<file path="config.mk">
export PLATFORM = sky130hd
export DESIGN_NAME = mac_seq_ctrl
export DESIGN_NICKNAME = d
export VERILOG_FILES = /design/src/rtl/mac_seq_ctrl.sv
export SDC_FILE = /design/constraint.sdc
export NUM_CORES = 1
export LEC_CHECK = 0
export BUFFER_PORTS_ARGS = -buffer_cell sky130_fd_sc_hd__buf_2
export CAP_MARGIN = 10
export CORE_AREA = 2 2 39 41
export CTS_CLUSTER_DIAMETER = 40
export DETAILED_ROUTE_END_ITERATION = 16
export DIE_AREA = 0 0 41 43
export PLACE_DENSITY = 0.71
export SLEW_MARGIN = 25
export SYNTH_ARGS = -nofsm -noshare
export SYNTH_HDL_FRONTEND = slang
export SYNTH_SLANG_ARGS = --single-unit
</file>
<file path="constraint.sdc">
create_clock -name clk -period 1.96 [get_ports clk]
set_input_delay 0.392 -clock clk [delete_from_list [all_inputs] [get_ports clk]]
set_output_delay 0.392 -clock clk [all_outputs]
set_load 0.005 [all_outputs]
</file>
<file path="src/rtl/mac_seq_ctrl.sv">
// Purpose: job sequencer for the matrix-vector MAC datapath (load, then per column: clear, N_MAC ALU cycles, result handoff).
// Latency: with load/result handshakes immediate, a RELOAD=0 job raises done at 2+N_COL*(N_MAC+2) cycles after start_in is sampled.
// Backpressure: res_valid, col_idx and the whole column loop hold in OUT until res_ready; abort overrides everything outside IDLE.
//
// Ports:
//   clk, rst          clock (rising edge), asynchronous active-low reset
//   start_in          job request, sampled in IDLE only
//   xload_done        input-load unit finished, sampled in LOAD only
//   abort             cancel the running job (ignored in IDLE)
//   res_ready         result writer accepts the column result
//   input_load_en     high in LOAD
//   acc_clr           high in CLR
//   alu_en            high in MAC
//   mac_idx           current MAC step, 0..N_MAC-1
//   col_idx           current column, 0..N_COL-1
//   res_valid         high in OUT
//   busy              high in every state except IDLE
//   done              one-cycle pulse at the end of a completed job
module mac_seq_ctrl #(
  parameter int N_COL  = 4,
  parameter int N_MAC  = 8,
  parameter int RELOAD = 0,
  localparam int CW = (N_COL > 1) ? $clog2(N_COL) : 1,
  localparam int MW = (N_MAC > 1) ? $clog2(N_MAC) : 1
) (
  input  logic          clk,
  input  logic          rst,
  input  logic          start_in,
  input  logic          xload_done,
  input  logic          abort,
  input  logic          res_ready,
  output logic          input_load_en,
  output logic          acc_clr,
  output logic          alu_en,
  output logic [MW-1:0] mac_idx,
  output logic [CW-1:0] col_idx,
  output logic          res_valid,
  output logic          busy,
  output logic          done
);

  typedef enum logic [2:0] {
    S_IDLE,
    S_LOAD,
    S_CLR,
    S_MAC,
    S_OUT,
    S_DONE
  } state_t;

  localparam logic [MW-1:0] MAC_LAST = MW'(N_MAC - 1);
  localparam logic [CW-1:0] COL_LAST = CW'(N_COL - 1);

  state_t state;

  always_ff @(posedge clk or negedge rst) begin
    if (!rst) begin
      state   <= S_IDLE;
      col_idx <= '0;
      mac_idx <= '0;
    end else if (abort && (state != S_IDLE)) begin
      // Abort wins over any handshake in the same cycle, so no count moves.
      state   <= S_IDLE;
      col_idx <= '0;
      mac_idx <= '0;
    end else begin
      case (state)
        S_IDLE: begin
          col_idx <= '0;
          mac_idx <= '0;
          if (start_in) state <= S_LOAD;
        end
        S_LOAD: begin
          if (xload_done) state <= S_CLR;
        end
        S_CLR: begin
          mac_idx <= '0;
          state   <= S_MAC;
        end
        S_MAC: begin
          if (mac_idx == MAC_LAST) begin
            mac_idx <= '0;
            state   <= S_OUT;
          end else begin
            mac_idx <= mac_idx + 1'b1;
          end
        end
        S_OUT: begin
          if (res_ready) begin
            if (col_idx == COL_LAST) begin
              state <= S_DONE;
            end else begin
              col_idx <= col_idx + 1'b1;
              state   <= (RELOAD != 0) ? S_LOAD : S_CLR;
            end
          end
        end
        S_DONE: begin
          col_idx <= '0;
          state   <= S_IDLE;
        end
        default: begin
          state   <= S_IDLE;
          col_idx <= '0;
          mac_idx <= '0;
        end
      endcase
    end
  end

  // Moore decode of the state register only; no input feeds an output.
  assign input_load_en = (state == S_LOAD);
  assign acc_clr       = (state == S_CLR);
  assign alu_en        = (state == S_MAC);
  assign res_valid     = (state == S_OUT);
  assign done          = (state == S_DONE);
  assign busy          = (state != S_IDLE);

endmodule

</file>
# Yosys cells after proc, flatten, opt, wreduce, memory -nomap -nowiden
# Cells that the tools add are included.
[word_totals]
ff_bits = 8
in_bits = 6
output_inout_bits = 11
elab_cells = 40
[op_classes]
n_addsub = 2
eq_ne = 14
mux = 14
reduce_logical = 7
[ops]
columns = ["operator", "n"]
rows = [
  ["3-bit two-way mux", 8],
  ["3-bit one-hot mux with 5 select lines", 1],
  ["3-bit equality test (second input constant)", 3],
  ["3-bit by 2-bit equality test with 1-bit output (second input constant)", 2],
  ["2-bit two-way mux", 3],
  ["3-bit by 2-bit inequality test with 1-bit output (second input constant)", 2],
  ["3-bit inequality test (second input constant)", 2],
  ["3-bit one-hot mux with 2 select lines", 1],
  ["3-bit OR reduction", 2],
  ["2-bit by 1-bit inequality test with 1-bit output (second input constant)", 2],
  ["2-bit one-hot mux with 2 select lines", 1],
  ["4-bit AND reduction", 1],
  ["3-bit by 1-bit adder with 3-bit output (second input constant)", 1],
  ["3-bit by 1-bit equality test with 1-bit output (second input constant)", 1],
  ["3-bit zero test", 1],
  ["3-bit by 1-bit inequality test with 1-bit output (second input constant)", 1],
  ["3-bit AND reduction", 1],
  ["3-bit nonzero test", 1],
  ["2-bit by 1-bit adder with 2-bit output (second input constant)", 1],
  ["2-bit equality test (second input constant)", 1],
  ["1-bit logical AND", 1],
]

# Depth between registers and ports, before layout
[depth]
word_depth = 5
mapped_depth = 5
depth_no_buf = 5

# Least setup slack after synthesis
# No wires, ideal clock.
[synth_timing]
path_type = "register -> register"
startpoint = "register mac_idx[0]"
endpoint = "register state[2]"
setup_time_ps = 122
arrival_ps = 1556
t_required_ps = 1838
setup_slack_ps = 282
stages_incl_launch_ff = 6
path_buffers = 0
synth_period_minus_slack_ps = 1678
path_cell_list = "dfrtp_1 ha_1 ha_1 mux2_2 or3_1 a32o_1"
[synth_via]
elab_chain_len = 3
[synth_rtl]
columns = ["item", "line", "source"]
rows = [
  ["start, declared", "35", "output logic [MW-1:0] mac_idx,"],
  ["start signal, assigned", "85", "mac_idx <= mac_idx + 1'b1;"],
  ["3-bit equality test", "81", "if (mac_idx == MAC_LAST) begin"],
  ["3-bit by 1-bit inequality test with 1-bit output (no line)", "-", ""],
  ["4-bit AND reduction (no line)", "-", ""],
  ["end signal, assigned", "94", "state <= (RELOAD != 0) ? S_LOAD : S_CLR;"],
  ["end, declared", "54", "state_t state;"],
]
# Every way passes these cells.
# A chain may end at the register's enable or synchronous reset.

# Worst setup path in the final report
[layout_timing]
startpoint = "register state[1]"
endpoint = "output port busy"
[layout_via]
elab_chain_len = 1
[layout_rtl]
columns = ["item", "line", "source"]
rows = [
  ["3-bit nonzero test", "117", "assign busy = (state != S_IDLE);"],
  ["end, declared", "38", "output logic busy,"],
]
# Every way passes these cells.

==> metrics.md <==
| Metric | Value |
|---|---|
| Clock latency at the later pin of the worst-skew pair | `around 250 ps` |
| Filler Cells Inserted | `between 100 and 150` |
| Gate Count Post-Synth | `66` |
| Number of antenna violations at the first check in global routing | `0` |
| Total negative slack | `0 ps` |
| Starting utilization of the core area | `0.439` |
| Sum of internal, switching and leakage power | `0.774 mW` |
| Final GP Congestion | `0.792` |
| Critical path required time | `1570 ps` |
| CTS Buffer Depth | `2` |
| Power density over the cells | `1090 mW/mm^2` |
| Diode count | `0` |
| EDFF count, synth | `0` |
| Full die area | `about 0.0018 mm^2` |
| Crit. End Element | `output pin` |
| Setup repair after global routing missed its margin | `false` |
| Top post-synthesis cells by area | `dfrtp_1, ha_1, nand2b_1, nor2_1, o21ba_2` |
| Aggregate global-route resource usage | `0.171` |
| DR pass1 iterations | `4` |
| Non-Filler Cell Area, Final | `approximately 710 um^2` |
| Setup bufs post-CTS | `0` |
| Number of sinks on the clock net | `8` |
| Port Buffers | `16` |
| CTS HTree Levels | `1` |
| FF+latch count, synth | `8` |
| Die Wd | `41 um` |
| First-pass GRT wire length | `2060 um` |
| Final hold violation count | `0` |
| Count of boundary I/O pins | `17` |
| Row count | `14` |
| Async set-or-reset flop fraction in the synthesized netlist | `1.00` |
| Post-synth net total | `75` |
| Combined flip-flop and latch cell area | `~200 um^2` |
| LEAKAGE | `0.344 nW` |
| CTS-repair resized insts | `0` |
| Hold-fix buffers at CTS | `1` |
| Net count reported at finish | `92` |
| Max_slew headroom | `0.707` |
| Area occupied by multi-input gates | `368 um^2` |
| Tmin final | `1820 ps` |
| Placeable core region | `0.00138 mm^2` |
| First-iteration detailed-routing DRC count | `10` |
| Layout-stage area growth over the synthesis result | `17.1%` |
| Largest fanout on the critical path | `12` |
| Total number of vias | `535` |
| Ordered cell list for the critical path | `or3_2, buf_2` |
| Pin count of the biggest net entering global routing | `17` |
| Largest area contributor in the netlist | `dfrtp_1` |
| Crit path largest cell delay | `520 ps` |
| Type of the worst setup path | `reg2out` |
| Distinct cells, synth | `36` |
| Maximum capacitance violations | `0` |
| DPL Wire Length | `937 um` |
| TritonCTS clock tree | `built` |
| Congestion Overflow GR | `0` |
| Yosys warning total | `0` |
| Actual transition at the worst max-transition pin | `440 ps` |
| Top-area cell type share of the netlist area | `0.330` |
| Layout cell share with drive strength beyond 1 | `0.346` |
| Root cell of the clock tree | `clkbuf_4` |
| Critical-path cell with the highest stage delay | `dfrtp_1` |
| Class of the tightest hold or removal check | `in2reg` |
| Result of the run | `completed` |
| Most instantiated library cell after synthesis | `nor2_1` |
| Kind of launch point of the worst setup path | `flop` |
| Clock transition at path regs | `60 ps` |
| Highest clock frequency the design can meet | `about 550 MHz` |
| Vias in the first global route | `474` |
| Average wire per cell in the routed design | `13.3 um` |
| Worst path top cell family by delay | `flip-flops` |
| Post-synthesis sequential area ratio | `0.330` |
| Post-Synthesis Mean Instance Area | `9.19 um^2` |
| Routed via count divided by cell count | `about 5.5` |
| DRC violation count after routing | `0` |
| Die height | `43 um` |
| Number of setup violations in the final report | `0` |
| Slew Viols, Final | `0` |
| Netlist Area Pre-Place | `607 um^2` |
| Number of buffers created by CTS | `3` |
| Most numerous cell types in the synthesized netlist | `nor2_1, dfrtp_1, nand2b_1, ha_1` |
| Final period utilization | `0.927` |
| Top FF cell, synth | `dfrtp_1` |
| Buffers plus inverters on the worst setup path | `1` |
| Antenna violation net count after detailed routing | `0` |
| Total wirelength of the detailed-routed design | `1290 um` |
| Clock Skew | `approximately 6.3 ps` |
| Maximum vdd ir drop | `about 0.7 mV` |
| Arrival time reported for the critical path endpoint | `1430 ps` |
| Cell area after placement | `678 um^2` |
cells in the final DEF, fill, tap and decap left out, drive strengths merged, types with 2 or more instances in the layout:
cell type	n
buf	16
nor2	9
dfrtp	8
nand2b	6
ha	3
clkbuf	3
nor2b	2
a31o	2
o21ba	2
nand2	2
a21oi	2
o21ai	2
or3	2
inv	2
o32ai	2
per-layer routing:
metal / share of wire / vias up / wire [um] / track usage
li1: - / 277 / - / -
met5: 0 / - / 0 / 0
met4: 0.0093 / 0 / 12 / 0.100
met3: 0.038 / 2 / 49 / 0.0157
met1: 0.49 / 243 / 635 / 0.250
met2: 0.46 / 13 / 596 / 0.234
final cells by class:
type                            count  area share
Sequential cell                     8       0.282
Tap cell                           16      0.0282
Multi-Input combinational cell     51       0.518
Timing Repair Buffer               17       0.127
Clock buffer                        3      0.0317
Inverter                            2      0.0141
cell families after synthesis:
| kind of cell | Yosys count | share of synthesized area |
|---|---|---|
| DFF | 8 | 0.330 |
| buffers and inverters | 7 | 0.0639 |
| adders and majority gates | 3 | 0.0619 |
| muxes | 1 | 0.0186 |
| AOI/OAI and AO/OA | 18 | 0.250 |
| and+or+nand+nor | 29 | 0.276 |
final timing paths:
| kind | start | to | slack (ps) | depth (start not counted) |
|---|---|---|---|---|
| setup reg to reg | mac_idx[0]$_DFFE_PN0P_ | state[2]$_DFFE_PN0P_ | 250 | 5 |
| hold reg to reg | mac_idx[1]$_DFFE_PN0P_ | mac_idx[1]$_DFFE_PN0P_ | 540 | 2 |
| max in group asynchronous | rst | col_idx[1]$_DFFE_PN0P_ | 1260 | 2 |
| hold / removal | abort | mac_idx[2]$_DFFE_PN0P_ | 490 | 2 |
| setup / recovery | state[1]$_DFFE_PN0P_ | busy | 140 | 2 |
| min in group asynchronous | rst | state[0]$_DFFE_PN0P_ | 520 | 2 |
power breakdown:
part           switching (mW)  internal [mW]  leakage, nW
sequential             0.0921          0.194        0.108
clock                  0.0546         0.0700       0.0138
combinational           0.163          0.201        0.222
registers in the layout (all words and copies together), names as in the netlist:
| name | cells |
|---|---|
| col_idx | 2 |
| mac_idx | 3 |
| state | 3 |
per-stage QoR:
step	util	cells	setup WS, ps	hold WS, ps
6_report	0.514	97	143	493
5_1_grt	0.514	97	79.9	498
4_1_cts	0.514	97	126	483
3_5_place_dp	0.490	93	228	246
3_3_place_gp	0.490	93	269	241
2_1_floorplan	-	66	282	96.4
No activity file was read; power rests on OpenSTA's default activity.
